--- config.mk ---
export PLATFORM = sky130hd
export DESIGN_NAME = dmem_arbiter
export DESIGN_NICKNAME = d
export VERILOG_FILES = /design/src/rtl/dmem_arbiter_pkg.sv /design/src/rtl/dmem_arbiter_rr_pick.sv /design/src/rtl/dmem_arbiter.sv
export SDC_FILE = /design/constraint.sdc
export NUM_CORES = 1
export LEC_CHECK = 0
export CAP_MARGIN = 20
export CORE_ASPECT_RATIO = 2
export CORE_MARGIN = 10
export CORE_UTILIZATION = 36
export CTS_CLUSTER_DIAMETER = 50
export CTS_CLUSTER_SIZE = 25
export DETAILED_ROUTE_END_ITERATION = 8
export PLACE_DENSITY = 0.92
export RECOVER_POWER = 50
export SLEW_MARGIN = 15
export SYNTH_ARGS = -nofsm -noshare
export SYNTH_HDL_FRONTEND = slang
export SYNTH_HIERARCHICAL = 1
export SYNTH_SLANG_ARGS = --single-unit
--- constraint.sdc ---
create_clock -name clk -period 6.2 [get_ports clk]
set_clock_uncertainty 0.05 [all_clocks]
set_input_delay 1.24 -clock clk [delete_from_list [all_inputs] [get_ports clk]]
set_output_delay 1.24 -clock clk [all_outputs]
set_load 0.005 [all_outputs]
--- src/rtl/dmem_arbiter_pkg.sv ---
// Shared definitions for the two-requester data-memory arbiter.
package dmem_arbiter_pkg;

  localparam int MEM_WORDS_DEF = 128;

  typedef enum logic [1:0] {
    IDLE  = 2'd0,
    LOCK0 = 2'd1,
    LOCK1 = 2'd2
  } arb_state_t;

endpackage

--- src/rtl/dmem_arbiter_rr_pick.sv ---
// Two-way round-robin pick: ptr=1 favours requester 1 when both request.
module rr_pick (
  input  logic [1:0] req,
  input  logic       ptr,
  output logic [1:0] gnt
);

  always_comb begin
    gnt = 2'b00;
    if (req[0] && (!req[1] || !ptr)) gnt = 2'b01;
    else if (req[1])                 gnt = 2'b10;
  end

endmodule

--- src/rtl/dmem_arbiter.sv ---
// Data-memory arbiter: round-robin between core and loader, with lock for
// read-modify-write and one-cycle registered read responses.
module dmem_arbiter
  import dmem_arbiter_pkg::*;
#(
  parameter int DATA_W    = 32,
  parameter int MEM_WORDS = MEM_WORDS_DEF
) (
  input  logic              clk,
  input  logic              rst,
  input  logic              m0_req,
  input  logic              m1_req,
  input  logic              m0_we,
  input  logic              m1_we,
  input  logic              m0_lock,
  input  logic              m1_lock,
  input  logic [DATA_W-1:0] m0_addr,
  input  logic [DATA_W-1:0] m1_addr,
  input  logic [DATA_W-1:0] m0_wdata,
  input  logic [DATA_W-1:0] m1_wdata,
  output logic              m0_gnt,
  output logic              m1_gnt,
  output logic              m0_rvalid,
  output logic              m1_rvalid,
  output logic [DATA_W-1:0] m0_rdata,
  output logic [DATA_W-1:0] m1_rdata,
  output logic              m0_err,
  output logic              m1_err,
  output logic [DATA_W-1:0] mem_addr,
  output logic [DATA_W-1:0] mem_wdata,
  output logic              mem_read,
  output logic              mem_write,
  input  logic [DATA_W-1:0] mem_rdata
);

  localparam logic [DATA_W-1:0] LIMIT = DATA_W'(MEM_WORDS);

  arb_state_t                   state;
  logic                         ptr;
  logic [1:0]                   req, we, lock, oor, req_eff, pick, gnt, rsp;
  logic [1:0][DATA_W-1:0]       addr, wdata, rdata_q;
  logic [1:0]                   rvalid_q, err_q;
  logic                         sel, any;

  assign req   = {m1_req, m0_req};
  assign we    = {m1_we, m0_we};
  assign lock  = {m1_lock, m0_lock};
  assign addr  = {m1_addr, m0_addr};
  assign wdata = {m1_wdata, m0_wdata};

  always_comb begin
    for (int n = 0; n < 2; n++) oor[n] = (addr[n] >> 2) >= LIMIT;
  end

  // A lock hides the other requester from the pick entirely.
  always_comb begin
    req_eff = req;
    case (state)
      LOCK0:   req_eff = {1'b0, req[0]};
      LOCK1:   req_eff = {req[1], 1'b0};
      default: req_eff = req;
    endcase
  end

  rr_pick u_pick (
    .req (req_eff),
    .ptr (ptr),
    .gnt (pick)
  );

  assign gnt    = rst ? pick : 2'b00;
  assign sel    = gnt[1];
  assign any    = |gnt;
  assign m0_gnt = gnt[0];
  assign m1_gnt = gnt[1];
  // Reads and out-of-range accesses return a response next cycle.
  assign rsp    = gnt & (~we | oor);

  always_comb begin
    mem_addr  = '0;
    mem_wdata = '0;
    mem_read  = 1'b0;
    mem_write = 1'b0;
    if (any) begin
      mem_addr  = addr[sel];
      mem_wdata = wdata[sel];
      mem_read  = ~oor[sel] & ~we[sel];
      mem_write = ~oor[sel] &  we[sel];
    end
  end

  always_ff @(posedge clk) begin
    if (!rst) begin
      state    <= IDLE;
      ptr      <= 1'b0;
      rvalid_q <= '0;
      err_q    <= '0;
      rdata_q  <= '0;
    end else begin
      if (any) ptr <= gnt[0];
      case (state)
        IDLE: begin
          if (gnt[0] && lock[0])      state <= LOCK0;
          else if (gnt[1] && lock[1]) state <= LOCK1;
        end
        LOCK0:   if (!req[0] || (gnt[0] && !lock[0])) state <= IDLE;
        LOCK1:   if (!req[1] || (gnt[1] && !lock[1])) state <= IDLE;
        default: state <= IDLE;
      endcase
      rvalid_q <= rsp;
      err_q    <= gnt & oor;
      for (int n = 0; n < 2; n++)
        if (rsp[n]) rdata_q[n] <= oor[n] ? '0 : mem_rdata;
    end
  end

  // A reset cycle swallows any response still in flight.
  assign m0_rvalid = rvalid_q[0] & rst;
  assign m1_rvalid = rvalid_q[1] & rst;
  assign m0_err    = err_q[0] & rst;
  assign m1_err    = err_q[1] & rst;
  assign m0_rdata  = rdata_q[0];
  assign m1_rdata  = rdata_q[1];

endmodule

# [Word level (Yosys, flattened, before mapping)]
# Index checks and enable logic that the tools add are counted.
[totals] regBits=71 input_bits=168 output_inout_bits=136 wordCells=66
[classes] n_lt_le_gt_ge=3 eq_ne=5 mux=23 bitwise_logic=12 reduce_logical=17
[ops] cell="2-to-1 mux 32 bit" count=8
[ops] cell=">= comparator 30 x 8 -> 1 bit, second input constant" count=2
[ops] cell="2-to-1 mux 2 bit" count=7
[ops] cell="bitwise AND 1 bit" count=6
[ops] cell="logical NOT 1 bit" count=6
[ops] cell="2-to-1 mux 1 bit" count=6
[ops] cell="case mux 2 bit (3 select lines)" count=1
[ops] cell="logical AND 1 bit" count=5
[ops] cell="bitwise AND 2 bit" count=2
[ops] cell="inequality test 2 bit, second input constant" count=2
[ops] cell="case mux 2 bit (2 select lines)" count=1
[ops] cell="logical OR 1 bit" count=3
[ops] cell="inequality test 3 bit, second input constant" count=1
[ops] cell="AND reduction 3 bit" count=1
[ops] cell="equality test 2 x 1 -> 1 bit, second input constant" count=1
[ops] cell="equality test 2 bit, second input constant" count=1
[ops] cell="logical NOT 2 bit" count=1
[ops] cell="less-than comparator 1 x 2 -> 1 bit, second input constant" count=1
[ops] cell="inverter 1 bit" count=2
[ops] cell="inverter 2 bit" count=1
[ops] cell="bitwise OR 2 bit" count=1
[ops] cell="OR reduction 2 bit" count=1

# [Depth between registers and ports, before layout]
[depth] depth_word=12 ltp_mapped=12 depth_no_buf=10

# [Hierarchy]
# Netlist, hierarchy kept.
[by_module_without_submodules] mod="dmem_arbiter" instances=1 cells_per_inst=443 area_each_um2=3824.9 seq_area_each_um2=1421.4
[by_module_without_submodules] mod="rr_pick" instances=1 cells_per_inst=3 area_each_um2=18.8 seq_area_each_um2=0.0

# [Worst setup path after synthesis]
# Ideal clock, no wire load.
[synth_path] path_type="input port to output port" startpoint="input port m0_req" endpoint="output port mem_addr[26]" arrival_time_ns=2.761 required_time_ns=4.910 slack_ns=2.149 path_stages=8 path_buffers=3 path_cell_list="a21boi_0 -> a21boi_1 -> clkbuf_1 -> nand2_1 -> nor2_1 -> buf_2 -> buf_1 -> a22o_2"
[synth_via] word_cells_on_any_way=8 classes_between="mux: 6; reduce/logical: 2"
[synth_lines] item="start, declared" line_no="dmem_arbiter.sv:11" rtl="input logic m0_req,"
[synth_lines] item="case mux 2 bit (2 select lines)" line_no="dmem_arbiter.sv:58" rtl="case (state)"
[synth_lines] item="logical AND 1 bit" line_no="dmem_arbiter_rr_pick.sv:10" rtl="if (req[0] && (!req[1] || !ptr)) gnt = 2'b01;"
[synth_lines] item="2-to-1 mux 2 bit" line_no="dmem_arbiter_rr_pick.sv:10"
[synth_lines] item="net pick[0]" line_no="dmem_arbiter.sv:40" rtl="logic [1:0] req, we, lock, oor, req_eff, pick, gnt, rsp;"
[synth_lines] item="2-to-1 mux 2 bit" line_no="dmem_arbiter.sv:71" rtl="assign gnt = rst ? pick : 2'b00;"
[synth_lines] item="OR reduction 2 bit" line_no="dmem_arbiter.sv:73" rtl="assign any = |gnt;"
[synth_lines] item="2-to-1 mux 32 bit" line_no="dmem_arbiter.sv:84" rtl="if (any) begin"
[synth_lines] item="end, declared" line_no="dmem_arbiter.sv:29" rtl="output logic [DATA_W-1:0] mem_addr,"
# The timed path passes the listed nets, and every way through them passes these cells. The select of a mux whose other input is x is not followed.

# [Worst setup path after layout]
[layout_path] startpoint="input port m0_req" endpoint="output port mem_addr[30]"
[layout_via] word_cells_on_any_way=8 classes_between="mux: 6; reduce/logical: 2"
[layout_lines] item="case mux 2 bit (2 select lines)" line_no="dmem_arbiter.sv:58"
[layout_lines] item="net req_eff[0]" line_no="dmem_arbiter.sv:40"
[layout_lines] item="logical AND 1 bit" line_no="dmem_arbiter_rr_pick.sv:10"
[layout_lines] item="2-to-1 mux 2 bit" line_no="dmem_arbiter_rr_pick.sv:10"
[layout_lines] item="net pick[0]" line_no="dmem_arbiter.sv:40"
[layout_lines] item="2-to-1 mux 2 bit" line_no="dmem_arbiter.sv:71"
[layout_lines] item="OR reduction 2 bit" line_no="dmem_arbiter.sv:73"
[layout_lines] item="2-to-1 mux 32 bit" line_no="dmem_arbiter.sv:84"
# The timed path passes the listed nets, and every way through them passes these cells. The select of a mux whose other input is x is not followed.

==> results.sh <==
export IMPL_postCtsHoldBufs=0
export IMPL_ys_types=37
export IMPL_ys_seq_elements=71
export IMPL_power_mw=1.70
export IMPL_root_buffer="clkbuf_16"
export IMPL_drt_wirelength_per_cell_um=26.9
export IMPL_syn_nets=617
export IMPL_io_buffers=303
export IMPL_netlist_instances=446
export IMPL_syn_avg_cell_area_um2=8.62
export IMPL_yosys_warnings=6
export IMPL_whs_ps=422
export IMPL_gr_usage_met1_pct=31.7
export IMPL_clockBufferDepth=2
export IMPL_start_kind="input port"
export IMPL_tns_ps=0
export IMPL_final_layout_size_suffix_gt1_share_pct=7.68
export IMPL_criticalPathCategory="in2out"
export IMPL_crit_chain="clkdlybuf4s50_1 > a21boi_0 > a21boi_0 > clkbuf_1 > nand3_1 > a21oi_1 > clkdlybuf4s50_1"
export IMPL_min_period_ps=5690
export IMPL_tightestPinTransition_ps=1550
export IMPL_overflow=0
export IMPL_max_slew_margin_pct=-3.30
export IMPL_rsz0062_at_grt="no"
export IMPL_die_y_um=166
export IMPL_rrSetupSlack_ps=2530
export IMPL_synth_area_mm2=0.00384
export IMPL_hpwl_um=18500
export IMPL_grt_pass1_vias=5346
export IMPL_grt_max_degree=66
export IMPL_finalHoldViolCount=0
export IMPL_grt_util_met2_pct=45.4
export IMPL_critPathCapture="mem_addr[30]"
export IMPL_dieArea_mm2=0.0155
export IMPL_powerDensity_mw_per_mm2=234
export IMPL_setup_ws_ps=512
export IMPL_cts_buffers=9
export IMPL_antenna_left=0
export IMPL_rr_worst_depth=9
export IMPL_endpoint_kind="primary output"
export IMPL_async_reset_ff_share_pct=0
export IMPL_first_iter_violations=451
export IMPL_crit_slowest_cell="clkbuf_1"
export IMPL_fill_cells=832
export IMPL_rows=53
export IMPL_place_ws_ps=565
export IMPL_drc=0
export IMPL_post_cts_setup_buffers=0
export IMPL_ios=304
export IMPL_first_pass_iters=5
export IMPL_r2r_start="state[0]$_SDFFE_PN0P_"
export IMPL_synthToLayoutAreaGrowth_pct=88.8
export IMPL_antenna_found_initial=6
export IMPL_crit_start="m0_req"
export IMPL_grt_pass1_wl_um=33900
export IMPL_crit_required_ps=4910
export IMPL_status="finished, violations left"
export IMPL_gp_congestion=0.967
export IMPL_clock_sinks=71
export IMPL_holdCritPathClass="reg2reg"
export IMPL_leakagePower_nw=3.01
export IMPL_ys_flop_type="dfxtp_1"
export IMPL_critPathMaxFanout=35
export IMPL_die_w_um=93.1
export IMPL_violations="capacitance limit, slew limit"
export IMPL_nets=895
export IMPL_final_cells=868
export IMPL_slew_viol_final=36
export IMPL_reg2reg_to="state[0]$_SDFFE_PN0P_"
export IMPL_gr_usage_all_layers_pct=29.0
export IMPL_period_share_pct=91.7
export IMPL_h_tree_depth=3
export IMPL_maxCapViolCount=1
export IMPL_setup_violations=0
export IMPL_post_cts_resized=0
export IMPL_top_usage_layer="met2"
export IMPL_met3_usage_pct=15.5
export IMPL_place_inst=850
export IMPL_tritoncts="yes"
export IMPL_core_area_mm2=0.0105
export IMPL_multi_input_area_mm2=0.00219
export IMPL_fmax_ghz=0.176
export IMPL_clk_pin_slew_worst_paths_ps=60
export IMPL_vias=5092
export IMPL_yosysSeqAreaShare_pct=37.0
export IMPL_seq_area_mm2=0.00142
export IMPL_clk_latency_ps=330
export IMPL_vdd_drop_max_mv=0.182
export IMPL_avgViaCountPerCell=5.87
export IMPL_arrival_ps=4400
export IMPL_cpPeakStageDelay_ps=1150
export IMPL_floorplan_initialDensity_pct=36.7
export IMPL_drt_total_wl_um=23400
export IMPL_synth_edf_count=0
critical path: cells and delay by family:
family                 cells  cell delay [ps]
AO/OA/AOI/OAI              3              770
AND/OR/NAND/NOR            1              160
buffers and inverters      3             2220
cell families (layout without fill, tap and decap cells):
family | count (synthesis) | count (layout) | share of synthesized area (%)
flip-flops | 71 | 71 | 37.0
multiplexers | 2 | 2 | 0.521
other | 0 | 2 | 0
buffers and inverters | 57 | 340 | 6.90
AO/OA/AOI/OAI | 175 | 175 | 36.3
AND/OR/NAND/NOR | 138 | 138 | 18.3
adder cells (fa/ha/maj) | 3 | 3 | 0.977
cell type report:
| cell class | instances | area share (%) |
|---|---|---|
| Timing Repair Buffer | 313 | 42.7 |
| Inverter | 11 | 0.569 |
| Antenna cell | 2 | 0.0690 |
| Tap cell | 137 | 2.36 |
| Multi-Input combinational cell | 318 | 30.1 |
| Clock inverter | 5 | 1.09 |
| Clock buffer | 11 | 3.48 |
| Sequential cell | 71 | 19.6 |
worst min-delay path by stage:
stage	from	to	slack (ps)	cells after the start
finish	m1_rdata[15]$_SDFFE_PN0P_	m1_rdata[15]$_SDFFE_PN0P_	420	1
global route	m1_rdata[15]$_SDFFE_PN0P_	m1_rdata[15]$_SDFFE_PN0P_	430	1
CTS	m1_rdata[15]$_SDFFE_PN0P_	m1_rdata[15]$_SDFFE_PN0P_	430	1
detailed placement	m1_rdata[22]$_SDFFE_PN0P_	m1_rdata[22]$_SDFFE_PN0P_	410	1
global placement	m1_rdata[0]$_SDFFE_PN0P_	m1_rdata[0]$_SDFFE_PN0P_	410	1
floorplan	state[1]$_SDFFE_PN0P_	state[1]$_SDFFE_PN0P_	400	2
metrics by stage:
step / util, % / cell area (µm²)
after global placement: 66.2 / 6940
after CTS: 69.4 / 7270
final: 69.3 / 7260
after floorplan: - / 3840
after detailed placement: 66.2 / 6940
after global routing: 69.3 / 7260
cell usage in the layout (no fill, tap or decap), types with 2 or more instances in the layout:
cell,instances
mux2i_1,2
nor4_1,7
nand3_1,4
bufinv_16,2
buf_4,8
nand2_1,39
dlygate4sd3_1,67
ha_1,3
clkdlybuf4s50_1,236
or4_1,3
a22o_2,24
nor4_4,2
o21ai_0,33
and3_1,33
and2_1,4
a22o_1,71
nor2_1,37
dfxtp_1,71
o211ai_1,34
nor3_1,2
diode_2,2
inv_1,10
a21oi_1,3
clkinv_2,2
a21boi_0,3
clkbuf_8,2
clkbuf_1,2
clkbuf_16,9
per-layer routing:
| layer | vias to the layer above | wire length [µm] | share of wire (%) |
|---|---|---|---|
| met5 | - | 52 | 0.22 |
| met4 | 8 | 885 | 3.8 |
| met3 | 55 | 3190 | 14 |
| met2 | 370 | 10700 | 46 |
| met1 | 2416 | 8510 | 36 |
| li1 | 2243 | - | - |
power by group:
| part | total (mW) | switching, mW | internal [mW] |
|---|---|---|---|
| clock network | 0.575 | 0.201 | 0.374 |
| registers | 0.473 | 0.00533 | 0.467 |
| logic | 0.648 | 0.309 | 0.339 |
| total | 1.70 | 0.515 | 1.18 |
state kept, by name, indices dropped and copies added (netlist names):
register	cells
m0_rdata	32
ptr	1
err_q	2
state	2
rvalid_q	2
m1_rdata	32
cells in the mapped netlist (6+ instances only):
library cell,instances,area (µm²)
clkbuf_1,28,105
and3_1,33,206
dfxtp_1,71,1420
buf_6,6,67.6
o21ai_0,28,140
inv_1,11,41.3
nand2_1,39,146
a22o_1,71,622
o211ai_1,33,248
nor4_1,7,43.8
nor2_1,38,143
a22o_2,24,240
buf_1,7,26.3
No activity file was read; power rests on OpenSTA's default activity.
